==> src/rtl/board_store_if.sv <==
// Playfield access bus: cell read (pos -> in_id), lock-time cell write, line-clear control.
// Latency: none; signal bundle only.
// Backpressure: ready low means writes and commits are dropped by the store, not queued.
//
// master: collision / piece-placement side.
// slave : board_store.
interface board_store_if #(
    parameter int IDW = 3
);
    logic [4:0]     pos_y;
    logic [4:0]     pos_x;
    logic [IDW-1:0] in_id;
    logic           wr;
    logic [4:0]     wr_y;
    logic [4:0]     wr_x;
    logic [IDW-1:0] wr_id;
    logic           commit;
    logic           ready;
    logic           done;
    logic [2:0]     lines;
    logic [9:0]     total_lines;

    modport master (
        output pos_y, pos_x, wr, wr_y, wr_x, wr_id, commit,
        input  in_id, ready, done, lines, total_lines
    );

    modport slave (
        input  pos_y, pos_x, wr, wr_y, wr_x, wr_id, commit,
        output in_id, ready, done, lines, total_lines
    );
endinterface

==> src/rtl/board_store.sv <==
// Tetris playfield register array with combinational cell reads and a row-at-a-time line-clear engine.
// Latency: reads combinational; writes visible next cycle; a clear pass takes HEIGHT+2k cycles from commit to done.
// Backpressure: ready is low during a pass; wr/commit arriving then are ignored, never queued.
//
// Ports: clk, rst_n (async active-low), bus (board_store_if.slave):
//   pos_y/pos_x -> in_id   read port (x out of range = wall code, y above board = empty)
//   wr/wr_y/wr_x/wr_id     cell write, taken only while ready
//   commit                 start a line-clear pass
//   ready/done             idle flag / end-of-pass pulse
//   lines/total_lines      rows cleared by last pass / since reset (saturating)
module board_store #(
    parameter int WIDTH  = 10,
    parameter int HEIGHT = 20,
    parameter int IDW    = 3
) (
    input  logic         clk,
    input  logic         rst_n,
    board_store_if.slave bus
);
    localparam int XW = (WIDTH  > 1) ? $clog2(WIDTH)  : 1;
    localparam int YW = (HEIGHT > 1) ? $clog2(HEIGHT) : 1;
    localparam logic [4:0]    WIDTH5   = 5'(WIDTH);
    localparam logic [4:0]    HEIGHT5  = 5'(HEIGHT);
    localparam logic [YW-1:0] LAST_ROW = YW'(HEIGHT - 1);

    typedef enum logic [1:0] {IDLE, SCAN, SHIFT, DONE} state_t;

    state_t         state_q, state_d;
    logic [IDW-1:0] cells [HEIGHT][WIDTH];
    logic [YW-1:0]  r_q;
    logic [2:0]     lines_q;
    logic [9:0]     total_q;

    logic row_full;
    logic wr_ok;
    logic start;
    logic r_inc;
    logic do_write;
    logic do_shift;

    // Read port: out-of-range columns look like wall so collision sees the sides
    // as solid; rows above the board are open spawn space.
    always_comb begin
        bus.in_id = '0;
        if (bus.pos_x >= WIDTH5) begin
            bus.in_id = '1;
        end else if (bus.pos_y < HEIGHT5) begin
            bus.in_id = cells[bus.pos_y[YW-1:0]][bus.pos_x[XW-1:0]];
        end
    end

    always_comb begin
        row_full = 1'b1;
        for (int x = 0; x < WIDTH; x++) begin
            if (cells[r_q][x] == '0) begin
                row_full = 1'b0;
            end
        end
    end

    assign wr_ok = bus.wr && (bus.wr_x < WIDTH5) && (bus.wr_y < HEIGHT5);

    always_ff @(posedge clk or negedge rst_n) begin
        if (!rst_n) begin
            state_q <= IDLE;
        end else begin
            state_q <= state_d;
        end
    end

    always_comb begin
        state_d  = state_q;
        start    = 1'b0;
        r_inc    = 1'b0;
        do_write = 1'b0;
        do_shift = 1'b0;
        case (state_q)
            IDLE: begin
                // A write alongside commit lands on the same edge, so the scan
                // that starts next cycle already sees it.
                do_write = wr_ok;
                if (bus.commit) begin
                    start   = 1'b1;
                    state_d = SCAN;
                end
            end
            SCAN: begin
                if (row_full) begin
                    state_d = SHIFT;
                end else if (r_q == LAST_ROW) begin
                    state_d = DONE;
                end else begin
                    r_inc = 1'b1;
                end
            end
            SHIFT: begin
                // r is left alone: the row that drops into r gets re-checked.
                do_shift = 1'b1;
                state_d  = SCAN;
            end
            DONE: begin
                state_d = IDLE;
            end
            default: begin
                state_d = IDLE;
            end
        endcase
    end

    always_ff @(posedge clk or negedge rst_n) begin
        if (!rst_n) begin
            r_q     <= '0;
            lines_q <= '0;
            total_q <= '0;
        end else begin
            if (start) begin
                r_q     <= '0;
                lines_q <= '0;
            end else if (r_inc) begin
                r_q <= r_q + 1'b1;
            end
            if (do_shift) begin
                if (lines_q != 3'd7) begin
                    lines_q <= lines_q + 3'd1;
                end
                if (total_q != 10'd1023) begin
                    total_q <= total_q + 10'd1;
                end
            end
        end
    end

    // Cell array. A shift moves every row at or above r in a single edge, so a
    // reset can never land on a half-shifted board.
    always_ff @(posedge clk or negedge rst_n) begin
        if (!rst_n) begin
            for (int y = 0; y < HEIGHT; y++) begin
                for (int x = 0; x < WIDTH; x++) begin
                    cells[y][x] <= '0;
                end
            end
        end else if (do_write) begin
            cells[bus.wr_y[YW-1:0]][bus.wr_x[XW-1:0]] <= bus.wr_id;
        end else if (do_shift) begin
            for (int y = 0; y < HEIGHT - 1; y++) begin
                if (YW'(y) >= r_q) begin
                    for (int x = 0; x < WIDTH; x++) begin
                        cells[y][x] <= cells[y + 1][x];
                    end
                end
            end
            for (int x = 0; x < WIDTH; x++) begin
                cells[HEIGHT - 1][x] <= '0;
            end
        end
    end

    assign bus.ready       = (state_q == IDLE);
    assign bus.done        = (state_q == DONE);
    assign bus.lines       = lines_q;
    assign bus.total_lines = total_q;
endmodule
==> src/flat_wrapper.sv <==
// flat-port wrapper written by rule: the top's interface ports become plain ports
module board_store_flat 
#(
    parameter int WIDTH  = 10,
    parameter int HEIGHT = 20,
    parameter int IDW    = 3
)
  (clk, rst_n, bus_pos_y, bus_pos_x, bus_wr, bus_wr_y, bus_wr_x, bus_wr_id, bus_commit, bus_in_id, bus_ready, bus_done, bus_lines, bus_total_lines);
  board_store_if #(.IDW(IDW)) bus_i ();
  input  logic clk;
  input  logic rst_n;
  input wire logic [$bits(bus_i.pos_y)-1:0] bus_pos_y;
  input wire logic [$bits(bus_i.pos_x)-1:0] bus_pos_x;
  input wire logic [$bits(bus_i.wr)-1:0] bus_wr;
  input wire logic [$bits(bus_i.wr_y)-1:0] bus_wr_y;
  input wire logic [$bits(bus_i.wr_x)-1:0] bus_wr_x;
  input wire logic [$bits(bus_i.wr_id)-1:0] bus_wr_id;
  input wire logic [$bits(bus_i.commit)-1:0] bus_commit;
  output wire logic [$bits(bus_i.in_id)-1:0] bus_in_id;
  output wire logic [$bits(bus_i.ready)-1:0] bus_ready;
  output wire logic [$bits(bus_i.done)-1:0] bus_done;
  output wire logic [$bits(bus_i.lines)-1:0] bus_lines;
  output wire logic [$bits(bus_i.total_lines)-1:0] bus_total_lines;
  assign bus_i.pos_y = bus_pos_y;
  assign bus_i.pos_x = bus_pos_x;
  assign bus_i.wr = bus_wr;
  assign bus_i.wr_y = bus_wr_y;
  assign bus_i.wr_x = bus_wr_x;
  assign bus_i.wr_id = bus_wr_id;
  assign bus_i.commit = bus_commit;
  assign bus_in_id = bus_i.in_id;
  assign bus_ready = bus_i.ready;
  assign bus_done = bus_i.done;
  assign bus_lines = bus_i.lines;
  assign bus_total_lines = bus_i.total_lines;
  board_store #(.WIDTH(WIDTH), .HEIGHT(HEIGHT), .IDW(IDW)) u_core (.clk(clk), .rst_n(rst_n), .bus(bus_i));
endmodule
==> config.mk <==
export PLATFORM = sky130hd
export DESIGN_NAME = board_store_flat
export DESIGN_NICKNAME = d
export VERILOG_FILES = /design/src/rtl/board_store_if.sv /design/src/rtl/board_store.sv /design/src/flat_wrapper.sv
export SDC_FILE = /design/constraint.sdc
export NUM_CORES = 2
export LEC_CHECK = 0
export ABC_CLOCK_PERIOD_IN_PS = 3600
export CAP_MARGIN = 10
export CELL_PAD_IN_SITES_DETAIL_PLACEMENT = 0
export CELL_PAD_IN_SITES_GLOBAL_PLACEMENT = 1
export CORE_UTILIZATION = 35
export DETAILED_ROUTE_END_ITERATION = 12
export PLACE_DENSITY = 0.61
export SETUP_SLACK_MARGIN = 0.05
export SLEW_MARGIN = 0
export SYNTH_ARGS = -nofsm -noshare
export SYNTH_HDL_FRONTEND = slang
export SYNTH_SLANG_ARGS = --single-unit
==> constraint.sdc <==
create_clock -name clk -period 3.6 [get_ports clk]
set_clock_uncertainty 0.05 [all_clocks]
set_input_delay 0.72 -clock clk [delete_from_list [all_inputs] [get_ports clk]]
set_output_delay 0.72 -clock clk [all_outputs]
set_load 0.01 [all_outputs]
==> metrics.md <==
| Metric | Value |
|---|---|
| CP top delay family | `multiplexers` |
| Register area | `15500 sq um` |
| Tot Pwr | `0.0419 W` |
| Worst reg2reg path startpoint | `u_core.r_q[0]` |
| Drt initial violations | `3697` |
| DRT antenna net count | `0` |
| DP Wirelength | `111000 um` |
| Failing checks | `negative setup slack` |
| Critical path class | `primary input to output port` |
| Num CTS Buffers | `78` |
| Final min period | `4.23 ns` |
| Synth top area share | `45.0%` |
| Multi-input logic area | `18100 sq um` |
| Setup crit end kind | `output port` |
| First-pass GRT wire length | `228000 um` |
| Number of distinct library cells after synthesis | `79` |
| Crit path max fanout | `7` |
| Worst path max stage delay | `0.58 ns` |
| Synthesized Nets | `3849` |
| Post-synth ARST share | `100%` |
| Hold Crit Class | `primary input to async pin` |
| Synth top area cells | `dfrtp_1 45%, a21oi_1 14%, mux4_2 12%, o21ai_0 6.0%, nand2_1 5.1%` |
| Slew headroom | `24.4%` |
| Routed len/inst | `26.7 um` |
| DRC viols | `0` |
| Final-stage net count | `4505` |
| Lkg Pwr | `19.4 nW` |
| EDFF count, synth | `0` |
| CP max-delay cell | `mux4_1` |
| Synth warn | `0` |
| Sequential area share after synthesis | `45.0%` |
| TritonRoute pass-1 iters | `6` |
| Final WL | `155000 um` |
| Area leader, netlist | `dfrtp_1` |
| Buffers & Inverters on Critical Path | `4` |
| Routed via count | `34200` |
| CP Cell Sequence | `buf_16, buf_16, mux4_1, mux4_2, a22oi_2, mux4_2, nor2b_1, nor3_4, buf_4, a21oi_1, buf_2` |
| Worst setup startpoint | `bus_pos_y[0]` |
| Worst-margin pin slew | `1.13 ns` |
| Final Instance Count excl. Fillers | `5813` |
| Max-slew violation count | `0` |
| Post-Place Cells | `5654` |
| Vias in the first global route | `32900` |
| Clock Latency Late Sink | `0.65 ns` |
| Area Overhead vs Synth | `31.8%` |
| Gr ovfl total | `0` |
| Startpoint Class | `primary input` |
| Tot GR Track Use | `31.0%` |
| Max VDD drop | `408 uV` |
| Final period util | `117%` |
| Synth Flop Type | `dfrtp_1` |
| Core Util, Final | `46.8%` |
| Critical path required time | `2.83 ns` |
| Post-Synthesis Cells | `3816` |
| Fillcell total | `9371` |
| Row count | `114` |
| GP Congestion | `0.950` |
| Peak Freq | `237 MHz` |
| CTS root buffer | `clkbuf_16` |
| Clock-pin transition on the worst setup and hold timing paths | `0.06 ns` |
| Die width | `316 um` |
| IO buf count | `44` |
| Final hold vios | `0` |
| CTS Sinks | `620` |
| Post-Synthesis Cell Area | `34500 sq um` |
| Die Y | `316 um` |
| Share of cells above drive strength 1 | `26.0%` |
| CTS tree | `built` |
| Max Cap Violations | `0` |
| RSZ-0062 raised after global routing | `yes` |
| Core Area | `97100 sq um` |
| Setup-failing EPs final | `3` |
| Die area | `99900 sq um` |
| Yosys reg bits | `620` |
| Routed vias/inst | `5.88` |
| Final setup margin | `-0.625 ns` |
| ANT cells | `0` |
| PwrDens | `921 nW/um^2` |
| Post-synthesis area per instance | `9.04 sq um` |
| WP data arrival | `3.46 ns` |
| Max clock buf depth | `3` |
| Outcome | `complete, but fails checks` |
| Initial antenna violation count | `1` |
| Initial Util | `35.5%` |
| Final setup TNS | `-1.74 ns` |
| H-tree depth | `3` |
| Largest net degree at the start of global routing | `82` |
| Ports | `45` |
[placed cells by master, fill, tap and decap left out, drive strengths merged, types with 15 or more instances in the layout]
cell type,netlist,layout
a21oi,994,994
nand3,15,15
nor3,100,100
nor4,87,87
or3,17,17
a211oi,18,18
clkdlybuf4s50,0,35
o21ai,412,412
nor2,402,402
buf,70,798
nand2,469,469
clkbuf,193,123
o22ai,20,20
dfrtp,620,620
mux4,186,186
nor4b,22,22
[synth_stat cells (all sizes together), types with 3 or more instances]
cell type	count
a311oi	4
and3	3
clkbuf	193
a21oi	994
o211ai	3
nand2	469
or4	6
nor2b	9
o32ai	4
a211oi	18
mux2i	14
and2	4
dfrtp	620
mux4	186
nor2	402
o31ai	11
xor2	3
o41ai	6
nor4	87
o221ai	4
ha	6
inv	6
xnor2	6
a21o	6
mux2	6
a31oi	3
o21ai	412
a2111oi	3
o31a	4
a221oi	7
or3	17
nand4	5
a22oi	9
nor3b	3
buf	70
o22ai	20
nor4b	22
nor3	100
or2	4
nand2b	13
o21a	5
a31o	3
nand3	15
o311ai	12
[worst paths after layout]
check / end / slack, ns / cells past startpoint
max reg2reg: u_core.r_q[1] / 0.11 / 12
max in group asynchronous: u_core.cells[240] / 2.44 / 2
min: u_core.cells[411] / 0.06 / 1
max: bus_in_id[2] / -0.63 / 11
min in group clk: u_core.bus.total_lines[9] / 0.46 / 1
min reg2reg: u_core.bus.total_lines[9] / 0.46 / 1
[final cells by class]
cell class | instances | area share, %
clock inverters | 27 | 0.690
inverters | 7 | 0.0578
clock buffers | 118 | 5.22
repair buffers | 839 | 16.7
well taps | 1276 | 3.51
multi-input cells | 2926 | 39.7
flip-flops and latches | 620 | 34.1
[logic make-up (layout without fill, tap and decap cells)]
logic type / Yosys count / count (layout) / synth area share [%]
compound gates: 1537 / 1537 / 23.5
simple gates: 1168 / 1168 / 14.8
flops: 620 / 620 / 45.0
buf+inv: 270 / 991 / 3.48
mux: 206 / 206 / 12.8
xor+xnor: 9 / 9 / 0.228
fa+ha+maj: 6 / 6 / 0.218
[repair_timing]
action,in CTS,in global routing
gates resized for setup,57,28
hold endpoints to repair,0,0
buffers inserted,3,2
pin swaps,6,7
hold buffers,0,0
setup endpoints to repair,8,6
cloned,4,5
[state kept, by name (all words and copies together), names as in the netlist]
register and flops:
u_core.bus.total_lines 10, u_core.bus.lines 3, u_core.cells 600, u_core.r_q 5, u_core.state_q 2
[power by group]
group / switching, W / leakage, nW / total [W] / internal, W
clock: 0.00334 / 1.32 / 0.00833 / 0.00499
sequential: 0.00309 / 7.59 / 0.0133 / 0.0102
combinational: 0.0106 / 10.5 / 0.0202 / 0.00960
total: 0.0171 / 19.4 / 0.0419 / 0.0248
[per-stage QoR]
| step | setup slack (ns) | area (sq um) | hold WS (ns) |
|---|---|---|---|
| after detailed placement | -1.54 | 42200 | 0.444 |
| after global routing | -0.621 | 45500 | 0.0751 |
| final | -0.625 | 45500 | 0.0621 |
| after global placement | -1.61 | 42200 | 0.436 |
| after floorplan | 0.0463 | 34600 | 0.374 |
| after CTS | -0.589 | 45200 | 0.0641 |
[layer usage]
| metal | routed length, um | track usage, % |
|---|---|---|
| met5 | 0 | 0 |
| met4 | 6580 | 12.2 |
| met3 | 12000 | 6.61 |
| met2 | 69400 | 47.2 |
| met1 | 67000 | 43.1 |
Note: power is estimated with default switching activity, not from simulation.
